--- config.mk ---
export PLATFORM = sky130hd
export DESIGN_NAME = sprite_blitter
export DESIGN_NICKNAME = d
export VERILOG_FILES = /design/src/rtl/sprite_blitter.sv
export SDC_FILE = /design/constraint.sdc
export NUM_CORES = 1
export LEC_CHECK = 0
export CAP_MARGIN = 20
export CORE_MARGIN = 2
export CORE_UTILIZATION = 54
export CTS_CLUSTER_SIZE = 16
export DETAILED_ROUTE_END_ITERATION = 10
export PLACE_DENSITY_LB_ADDON = 0.08
export SETUP_SLACK_MARGIN = 0.3
export SLEW_MARGIN = 10
export SYNTH_ARGS = -nofsm -noshare
export SYNTH_HDL_FRONTEND = slang
export SYNTH_SLANG_ARGS = --single-unit
--- constraint.sdc ---
create_clock -name clk -period 5.93 [get_ports clk]
set_clock_uncertainty 0.1 [all_clocks]
set_input_delay 1.4825 -clock clk [delete_from_list [all_inputs] [get_ports clk]]
set_output_delay 1.4825 -clock clk [all_outputs]
set_load 0.03 [all_outputs]
--- src/rtl/sprite_blitter.sv ---
// Sprite plotter: walks an SPR_W x SPR_H ROM, emitting clipped, colour-keyed framebuffer writes.
// Latency 2 cycles per pixel regardless of content; no backpressure, start ignored while busy.
module sprite_blitter #(
  parameter int SPR_W       = 16,
  parameter int SPR_H       = 16,
  parameter int ADDR_W      = 8,
  parameter int X_W         = 9,
  parameter int Y_W         = 8,
  parameter int SCREEN_W    = 320,
  parameter int SCREEN_H    = 240,
  parameter int COLOUR_W    = 3,
  parameter int X_OFFSET    = 8,
  parameter int TRANSPARENT = 0
) (
  input  logic                clk,
  input  logic                resetn,
  input  logic                start,
  input  logic [X_W-1:0]      x_in,
  input  logic [Y_W-1:0]      y_in,
  input  logic                erase,
  input  logic [COLOUR_W-1:0] bg_colour,
  output logic [ADDR_W-1:0]   rom_addr,
  input  logic [COLOUR_W-1:0] rom_data,
  output logic [X_W-1:0]      x_out,
  output logic [Y_W-1:0]      y_out,
  output logic [COLOUR_W-1:0] colour_out,
  output logic                writeEn,
  output logic                busy,
  output logic                done
);

  localparam int CW = $clog2(SPR_W);
  localparam int RW = $clog2(SPR_H);
  localparam logic [X_W:0]        SCR_W_V = (X_W+1)'(SCREEN_W);
  localparam logic [Y_W:0]        SCR_H_V = (Y_W+1)'(SCREEN_H);
  localparam logic [X_W:0]        X_OFF_V = (X_W+1)'(X_OFFSET);
  localparam logic [COLOUR_W-1:0] KEY_V   = COLOUR_W'(TRANSPARENT);

  typedef enum logic [1:0] {IDLE, FETCH, WRITE, DONE} state_t;

  state_t        state;
  logic [CW-1:0] col;
  logic [RW-1:0] row;
  logic [X_W:0]  origin_x;  // two's complement, negative when sprite hangs off the left edge
  logic [Y_W-1:0] origin_y;
  logic          erase_r;

  logic [X_W:0]  px;
  logic [Y_W:0]  py;
  logic          visible;
  logic          opaque;
  logic          last_px;

  assign rom_addr = {row, col};
  assign px       = origin_x + {{(X_W+1-CW){1'b0}}, col};
  assign py       = {1'b0, origin_y} + {{(Y_W+1-RW){1'b0}}, row};
  // Sign bit set means left of screen; the extra py bit catches wrap past the bottom.
  assign visible  = !px[X_W] && (px < SCR_W_V) && (py < SCR_H_V);
  assign opaque   = erase_r || (rom_data != KEY_V);
  assign last_px  = (col == {CW{1'b1}}) && (row == {RW{1'b1}});

  always_ff @(posedge clk) begin
    if (!resetn) begin
      state      <= IDLE;
      col        <= '0;
      row        <= '0;
      origin_x   <= '0;
      origin_y   <= '0;
      erase_r    <= 1'b0;
      x_out      <= '0;
      y_out      <= '0;
      colour_out <= '0;
      writeEn    <= 1'b0;
      busy       <= 1'b0;
      done       <= 1'b0;
    end else begin
      writeEn <= 1'b0;
      done    <= 1'b0;
      case (state)
        IDLE: begin
          if (start) begin
            origin_x <= {1'b0, x_in} - X_OFF_V;
            origin_y <= y_in;
            erase_r  <= erase;
            col      <= '0;
            row      <= '0;
            busy     <= 1'b1;
            if (y_in == '0) begin
              state <= DONE;
              done  <= 1'b1;
            end else begin
              state <= FETCH;
            end
          end
        end
        FETCH: state <= WRITE;
        WRITE: begin
          x_out      <= px[X_W-1:0];
          y_out      <= py[Y_W-1:0];
          colour_out <= erase_r ? bg_colour : rom_data;
          writeEn    <= visible && opaque;
          col        <= col + 1'b1;
          if (col == {CW{1'b1}})
            row <= row + 1'b1;
          if (last_px) begin
            state <= DONE;
            done  <= 1'b1;
          end else begin
            state <= FETCH;
          end
        end
        DONE: begin
          state <= IDLE;
          busy  <= 1'b0;
        end
        default: begin
          state <= IDLE;
          busy  <= 1'b0;
        end
      endcase
    end
  end

endmodule

# Word level (Yosys, flattened, before mapping)
# Index checks and enable logic that the tools add are counted.
[word_totals]
word_cells = 57
reg_bits = 52
[op_classes]
n_reduce_logical = 16
addsub = 5
eq_ne = 7
magnitude_cmp = 2
muxes = 15
[ops]
columns = ["cell", "n"]
rows = [
  ["one-hot mux 4 bit (2 select lines)", 2],
  ["adder 10 x 4 -> 10 bit", 1],
  ["less-than comparator 10 x 9 -> 1 bit (second input constant)", 1],
  ["subtractor 9 x 4 -> 10 bit (second input constant)", 1],
  ["adder 8 x 4 -> 9 bit", 1],
  ["less-than comparator 9 x 8 -> 1 bit (second input constant)", 1],
  ["adder 4 x 1 -> 4 bit (second input constant)", 2],
  ["== test 4 bit (second input constant)", 2],
  ["zero test 8 bit", 1],
  ["2-to-1 mux 4 bit", 2],
  ["one-hot mux 2 bit (4 select lines)", 1],
  ["AND reduction 2 bit", 4],
  ["2-to-1 mux 2 bit", 3],
  ["== test 2 bit (second input constant)", 2],
  ["logical AND 1 bit", 4],
  ["2-to-1 mux 1 bit", 4],
  ["inequality test 2 bit (second input constant)", 2],
  ["one-hot mux 1 bit (2 select lines)", 2],
  ["nonzero test 2 bit", 2],
  ["2-to-1 mux 3 bit", 1],
  ["AND reduction 3 bit", 1],
  ["nonzero test 3 bit", 1],
  ["== test 2 x 1 -> 1 bit (second input constant)", 1],
  ["zero test 2 bit", 1],
  ["other kinds (2)", 2],
]

# Longest topological paths before layout
# Gate-level depths: netlist of run 1.
[depth]
word_depth = 5
ltp_mapped = 9

# Worst setup path after synthesis of run 1
# OpenSTA, ideal clock, no wires.
[synth_path]
kind = "input-to-reg"
startpoint = "input x_in[3]"
endpoint = "register origin_x[8]"
stages = 4
setup_slack_ps = 3391
t_arrival_ps = 2323
setup_ps = 116
t_required_ps = 5714
path_cell_list = "or3_1 nor3_1 xor2_1 o211a_1"
[synth_between]
elab_chain_len = 1
[synth_rtl]
columns = ["item", "line", "text"]
rows = [
  ["from (decl)", "18", "input logic [X_W-1:0] x_in,"],
  ["subtractor 9 x 4 -> 10 bit", "82", "origin_x <= {1'b0, x_in} - X_OFF_V;"],
  ["to (signal assigned)", "82", ""],
  ["to (decl)", "44", "logic [X_W:0] origin_x;"],
]
# Every way passes these cells.
# A chain may end at the register's enable or synchronous reset.

# Final worst setup path of run 1
[layout_path]
startpoint = "register col[1]"
endpoint = "output rom_addr[1]"
[layout_rtl]
columns = ["item", "line", "text"]
rows = [
  ["from (decl)", "42", "logic [CW-1:0] col;"],
  ["from (signal assigned)", "102", "col <= col + 1'b1;"],
  ["to (decl)", "22", "output logic [ADDR_W-1:0] rom_addr,"],
]
# No word-level cell between the ends.

==> qor.yml, run 1 <==
hold_depth: 2
netlist_instances: 308
rows: 25
routabilityCongestion: 0.810
sw_frac_of_total_pct: 25.2
clkLatencyLatePin_ns: 0.29
maxCapViolCount: 0
required_ns: 4.35
yosys.area.top_type_share_pct: 39.5
synth_area_leaders: "dfxtp_1 40%, nand2_1 8.7%, a21boi_1 6.0%"
htree_levels: 2
die_w_um: 73.8
fin_setup_tns_ns: 0
synth_cell_type_count: 43
ios: 58
crit_family: "buffers and inverters"
tritoncts: "built"
yosys_warnings: 0
period_share_pct: 51.9
seqPwrFrac_pct: 54.6
port_buffers: 57
yosysSeqAreaShare_pct: 39.5
yosys.area.top_type: "dfxtp_1"
hpwl_mm: 3.99
drtIter0Drc: 157
ys_top_cells_by_count: "61 x nand2_1, 52 x dfxtp_1, 21 x a21boi_1, 17 x nor2_1, 14 x o211a_1"
grt_usage_pct: 22.2
cts_hold_buf: 0
r2r_start: "row[0]$_SDFFE_PN0P_"
regToRegSetupSlack_ns: 3.72
ir_drop_mv: 0.149
drive_gt1_share_pct: 5.56
dr.pass1.iters: 4
place_area_um2: 3250
async_flop_share_pct: 0
drv_slew: 0
min_to: "y_out[2]$_SDFFE_PN0P_"
critPathKind: "reg2out"
leakage_nw: 1.38
layout_min_cycle_time_ns: 3.08
diodes: 0
pwr-share-comb_pct: 15.1
clk_pin_slew_ns: 0.09
worst_ep_arrival_time_ns: 1.50
num_vias: 2269
crit_start: "col[1]$_SDFFE_PN0P_"
fin_area_um2: 3340
overflow: 0
rr_endpoint: "y_out[6]$_SDFFE_PN0P_"
antenna_found_initial: 0
pwr_density_cell_nw_per_um2: 208
finalSetupViolCount: 0
grt_max_degree: 51
core_um2: 4720
initial_core_util_pct: 55.7
detail_route.drc_violations: 0
ant_nets: 0
dieHeight_um: 73.8
syn_to_final_growth_pct: 26.9
post_cts_buffers: 0
dpl.cell_count: 420
clockRootBuffer: "clkbuf_8"
instances_no_fill: 427
internal-power_w: 0.000520
crit_fanout: 6
finalHoldViolations: 0
final_nets: 400
worstHoldStart: "y_out[2]$_SDFFE_PN0P_"
ys.flop_type: "dfxtp_1"
outcome: "finished, final reports clean"
crit_slowest_cell: "clkdlybuf4s50_1"
clk_path_buf_depth: 2
reg2reg_depth: 9
setup_slack_ns: 2.85
dieArea_um2: 5450
fmax_mhz: 325
crit_buf_inv: 1
max_stage_delay_ns: 0.73
avgSynthCellArea_um2: 8.55
routed_wl_mm: 5.59
max_slew.worst_pin.slew_ns: 0.752
endpoint_kind: "output pin"
place_ws_ns: 2.59
netlist_area_um2: 2630
rsz0062_at_grt: "false"
grt_pass1_vias: 2093
viasPerCell: 5.31
clock-sinks: 52
synth.most_common_cell: "nand2_1"
synth_edf_count: 0
ys_seq_elements: 52
path_cells: "clkdlybuf4s50_1"
clkPwrFrac_pct: 30.2
relSlewSlack_pct: 49.7
grt_pass1_wl_mm: 9.44
hold_path.class: "reg2reg"
fillCellCount: 402
post_drt_wl_per_cell_um: 13.1
numCtsBuffers: 5
syn_nets: 348
netSwitchingPower_w: 0.000175
cts.repair.resized: 0
startpoint_type: "flop"
[power groups by stage]
stage / combinational, W / clock [W] / sequential, W
6_report: 0.000105 / 0.000210 / 0.000380
5_1_grt: 0.000115 / 0.000228 / 0.000382
4_1_cts: 0.000106 / 0.000217 / 0.000380
3_5_place_dp: 0.000105 / 0 / 0.000388
3_3_place_gp: 0.000104 / 0 / 0.000387
2_1_floorplan: 0.0000542 / 0 / 0.000395
[state kept, by name (all words and copies together), names as in the netlist]
name and count:
busy 1, col 4, colour_out 3, done 1
erase_r 1, origin_x 10, origin_y 8, row 4
state 2, writeEn 1, x_out 9, y_out 8
[tightest hold or removal path, cell delays in order, from the launching register on]
cell and delay, ns:
dfxtp_1 0.32, nand2_1 0.05, a21boi_1 0.05
[cell families (layout without fill, tap and decap cells)]
family	after synthesis	in the layout	synth area share, %
AO/OA/AOI/OAI	70	70	19.5
XOR/XNOR	18	18	5.99
adder cells (fa/ha/maj)	13	13	6.75
flip-flops	52	52	39.5
multiplexers	4	4	1.52
AND/OR/NAND/NOR	126	126	22.8
buffers and inverters	25	77	3.85
[area by class of cell]
class                           instances  area [µm²]  share of cell area [%]
Clock buffer                            7        96.3                    2.88
Inverter                               10        37.5                    1.12
Multi-Input combinational cell        231        1490                    44.6
Sequential cell                        52        1040                    31.1
Tap cell                               67        83.8                    2.51
Timing Repair Buffer                   60         593                    17.7
[cell usage in the layout, fill, tap and decap left out, types with 7 or more instances in the layout]
master / netlist / routed
ha_1: 11 / 11
xnor2_1: 9 / 9
dfxtp_1: 52 / 52
nand2_1: 61 / 61
nor2_1: 17 / 17
xor2_1: 9 / 9
inv_1: 9 / 9
clkbuf_8: 0 / 7
o211a_1: 14 / 14
a21boi_1: 21 / 21
nand3_1: 12 / 12
clkdlybuf4s50_1: 0 / 57
a21oi_1: 12 / 12
[metal layers]
metal / part of all wire [%] / GRT usage [%]
met5: 0 / 0
met4: 1.1 / 5.86
met3: 4.5 / 4.53
met2: 45 / 36.6
met1: 49 / 29.7
[per-stage QoR]
step | power [W] | hold WS (ns) | util, %
3_3_place_gp | 0.000491 | 0.341 | 68.7
6_report | 0.000695 | 0.359 | 70.8
4_1_cts | 0.000702 | 0.363 | 70.8
5_1_grt | 0.000726 | 0.384 | 70.8
2_1_floorplan | 0.000449 | 0.339 | -
3_5_place_dp | 0.000493 | 0.352 | 68.7
[how the worst max path moves through the flow]
stage,endpoint,slack (ns),cells past startpoint
after floorplan,origin_x[8]$_SDFFE_PN0P_,3.39,4
after global placement,col[3]$_SDFFE_PN0P_,2.61,4
after detailed placement,col[3]$_SDFFE_PN0P_,2.59,4
after CTS,rom_addr[1],2.84,1
after global routing,writeEn$_SDFF_PN0_,2.78,6
final,rom_addr[1],2.85,1
Note: power is estimated with default switching activity, not from simulation.
==> run 2: changes to the inputs <==
--- a/config.mk
+++ b/config.mk
@@ -7,7 +7,7 @@
 export LEC_CHECK = 0
 export CAP_MARGIN = 20
 export CORE_MARGIN = 2
-export CORE_UTILIZATION = 54
+export CORE_UTILIZATION = 50
 export CTS_CLUSTER_SIZE = 16
 export DETAILED_ROUTE_END_ITERATION = 10
 export PLACE_DENSITY_LB_ADDON = 0.08
==> constraint.sdc (replaced) <==
create_clock -name clk -period 2.9 [get_ports clk]
set_clock_uncertainty 0.1 [all_clocks]
set_input_delay 0.725 -clock clk [delete_from_list [all_inputs] [get_ports clk]]
set_output_delay 0.725 -clock clk [all_outputs]
set_load 0.03 [all_outputs]
==> qor.yml, run 2 (synthesis results as in run 1) <==
outcome: "finished, final reports clean"
hold_path.class: "reg2reg"
rr_endpoint: "y_out[6]$_SDFFE_PN0P_"
clk_path_buf_depth: 2  # unchanged
relSlewSlack_pct: 58.3  # +8.5 points
dr.pass1.iters: 4  # unchanged
crit_slowest_cell: "clkdlybuf4s50_1"
leakage_nw: 1.39  # +0.65%
dieArea_um2: 5860  # +7.6%
layout_min_cycle_time_ns: 2.32
regToRegSetupSlack_ns: 0.67  # -3.05 ns
initial_core_util_pct: 51.5  # -4.2 points
multi_input_area_um2: 1490  # unchanged
dieHeight_um: 76.6  # +3.7%
required_ns: 2.08  # -2.27 ns
routed_wl_mm: 5.72  # +2.2%
rsz0062_at_grt: "false"
worst_ep_arrival_time_ns: 1.49  # about the same
pwr_density_cell_nw_per_um2: 422  # +100%
grt_max_degree: 50  # -2.0%
setup_slack_ns: 0.583  # -2.27 ns
min_to: "x_out[0]$_SDFFE_PN0P_"
clockRootBuffer: "clkbuf_8"
num_vias: 2315  # +2.0%
worstHoldStart: "x_out[0]$_SDFFE_PN0P_"
grt_pass1_wl_mm: 9.59  # +1.6%
numCtsBuffers: 5  # unchanged
antenna_found_initial: 0  # unchanged
core_um2: 5110  # +8.1%
startpoint_type: "flop"
crit_fanout: 6  # unchanged
fin_setup_tns_ns: 0  # unchanged
dpl.cell_count: 426  # +1.4%
largest-register: "origin_x"
fin_area_um2: 3360  # +0.60%
hold_depth: 2  # unchanged
post_cts_buffers: 0  # unchanged
drtIter0Drc: 126  # -20%
port_buffers: 57  # unchanged
drive_gt1_share_pct: 6.04  # +0.49 points
layout_commonest_cell: "nand2_1"
fmax_mhz: 432
max_stage_delay_ns: 0.72  # about the same
tritoncts: "built"
ir_drop_mv: 0.204  # +37%
r2r_start: "row[0]$_SDFFE_PN0P_"
syn_to_final_growth_pct: 27.7
post_drt_wl_per_cell_um: 13.2  # +0.57%
drv_slew: 0  # unchanged
rows: 26  # +4.0%
ios: 58  # unchanged
endpoint_kind: "output pin"
diodes: 0  # unchanged
final_nets: 403  # +0.75%
finalHoldViolations: 0  # unchanged
seq_area_um2: 1040  # unchanged
die_w_um: 76.6  # +3.7%
crit_family: "buffers and inverters"
path_cells: "clkdlybuf4s50_1"
grt_pass1_vias: 2048  # -2.2%
reg2reg_depth: 9  # unchanged
overflow: 0  # unchanged
crit_buf_inv: 1  # unchanged
grt_usage_pct: 20.1  # -2.1 points
final_cell_mix: "61 x nand2_1, 57 x clkdlybuf4s50_1, 52 x dfxtp_1, 21 x a21boi_1, 17 x nor2_1"
clock-sinks: 52  # unchanged
place_ws_ns: 0.589  # -2.00 ns
fillCellCount: 459  # +14%
max_slew.worst_pin.slew_ns: 0.626  # -0.126 ns
clkLatencyLatePin_ns: 0.30  # about the same
clk_pin_slew_ns: 0.09  # about the same
instances_no_fill: 434  # +1.6%
maxCapViolCount: 0  # unchanged
routabilityCongestion: 0.778  # -3.9%
place_area_um2: 3270  # +0.81%
largest_reg_flops: 10  # unchanged
viasPerCell: 5.33  # +0.38%
cts_hold_buf: 0  # unchanged
finalSetupViolCount: 0  # unchanged
ant_nets: 0  # unchanged
htree_levels: 2  # unchanged
hpwl_mm: 4.18  # +4.8%
period_share_pct: 79.9
cts.repair.resized: 0  # unchanged
detail_route.drc_violations: 0  # unchanged
critPathKind: "reg2out"
top_regs: "origin_x (10), x_out (9)"
-- run 2: worst max path at each step --
stage,from,to,slack [ns],cells after the start
after floorplan,row[0]$_SDFFE_PN0P_,y_out[6]$_SDFFE_PN0P_,0.65,9
after global placement,start,col[3]$_SDFFE_PN0P_,0.65,4
after detailed placement,start,col[3]$_SDFFE_PN0P_,0.59,4
after CTS,col[1]$_SDFFE_PN0P_,rom_addr[1],0.57,1
after global routing,row[0]$_SDFFE_PN0P_,writeEn$_SDFF_PN0_,0.40,9
final,col[1]$_SDFFE_PN0P_,rom_addr[1],0.58,1
-- run 2: metrics by stage --
step | utilization [%] | total power, W | hold WS, ns
5_1_grt | 65.8 | 0.00148 | 0.384
2_1_floorplan | - | 0.000918 | 0.339
3_5_place_dp | 64.1 | 0.00101 | 0.344
3_3_place_gp | 64.1 | 0.00101 | 0.338
4_1_cts | 65.8 | 0.00143 | 0.357
6_report | 65.8 | 0.00142 | 0.355
-- run 2: layout make-up --
cell class                      count  share of cell area, %
Timing Repair Buffer               63                   18.3
Inverter                           10                   1.12
Multi-Input combinational cell    231                   44.3
Clock buffer                        8                   2.68
Tap cell                           70                   2.61
Sequential cell                    52                   31.0
-- run 2: where the power goes --
group / switching [W] / internal (W)
Sequential: 0.0000301 / 0.000745
Clock: 0.000228 / 0.000195
Combinational: 0.000112 / 0.000109
-- run 2: per-layer routing --
metal  share of wire, %  wire length (µm)  vias up  GRT usage (%)
li1                   -                 -     1176              -
met1                 46              2650     1075           25.9
met2                 48              2720       58           34.1
met3                5.1               291        6           4.27
met4                1.0                60        0           5.82
met5                  0                 0        -              0
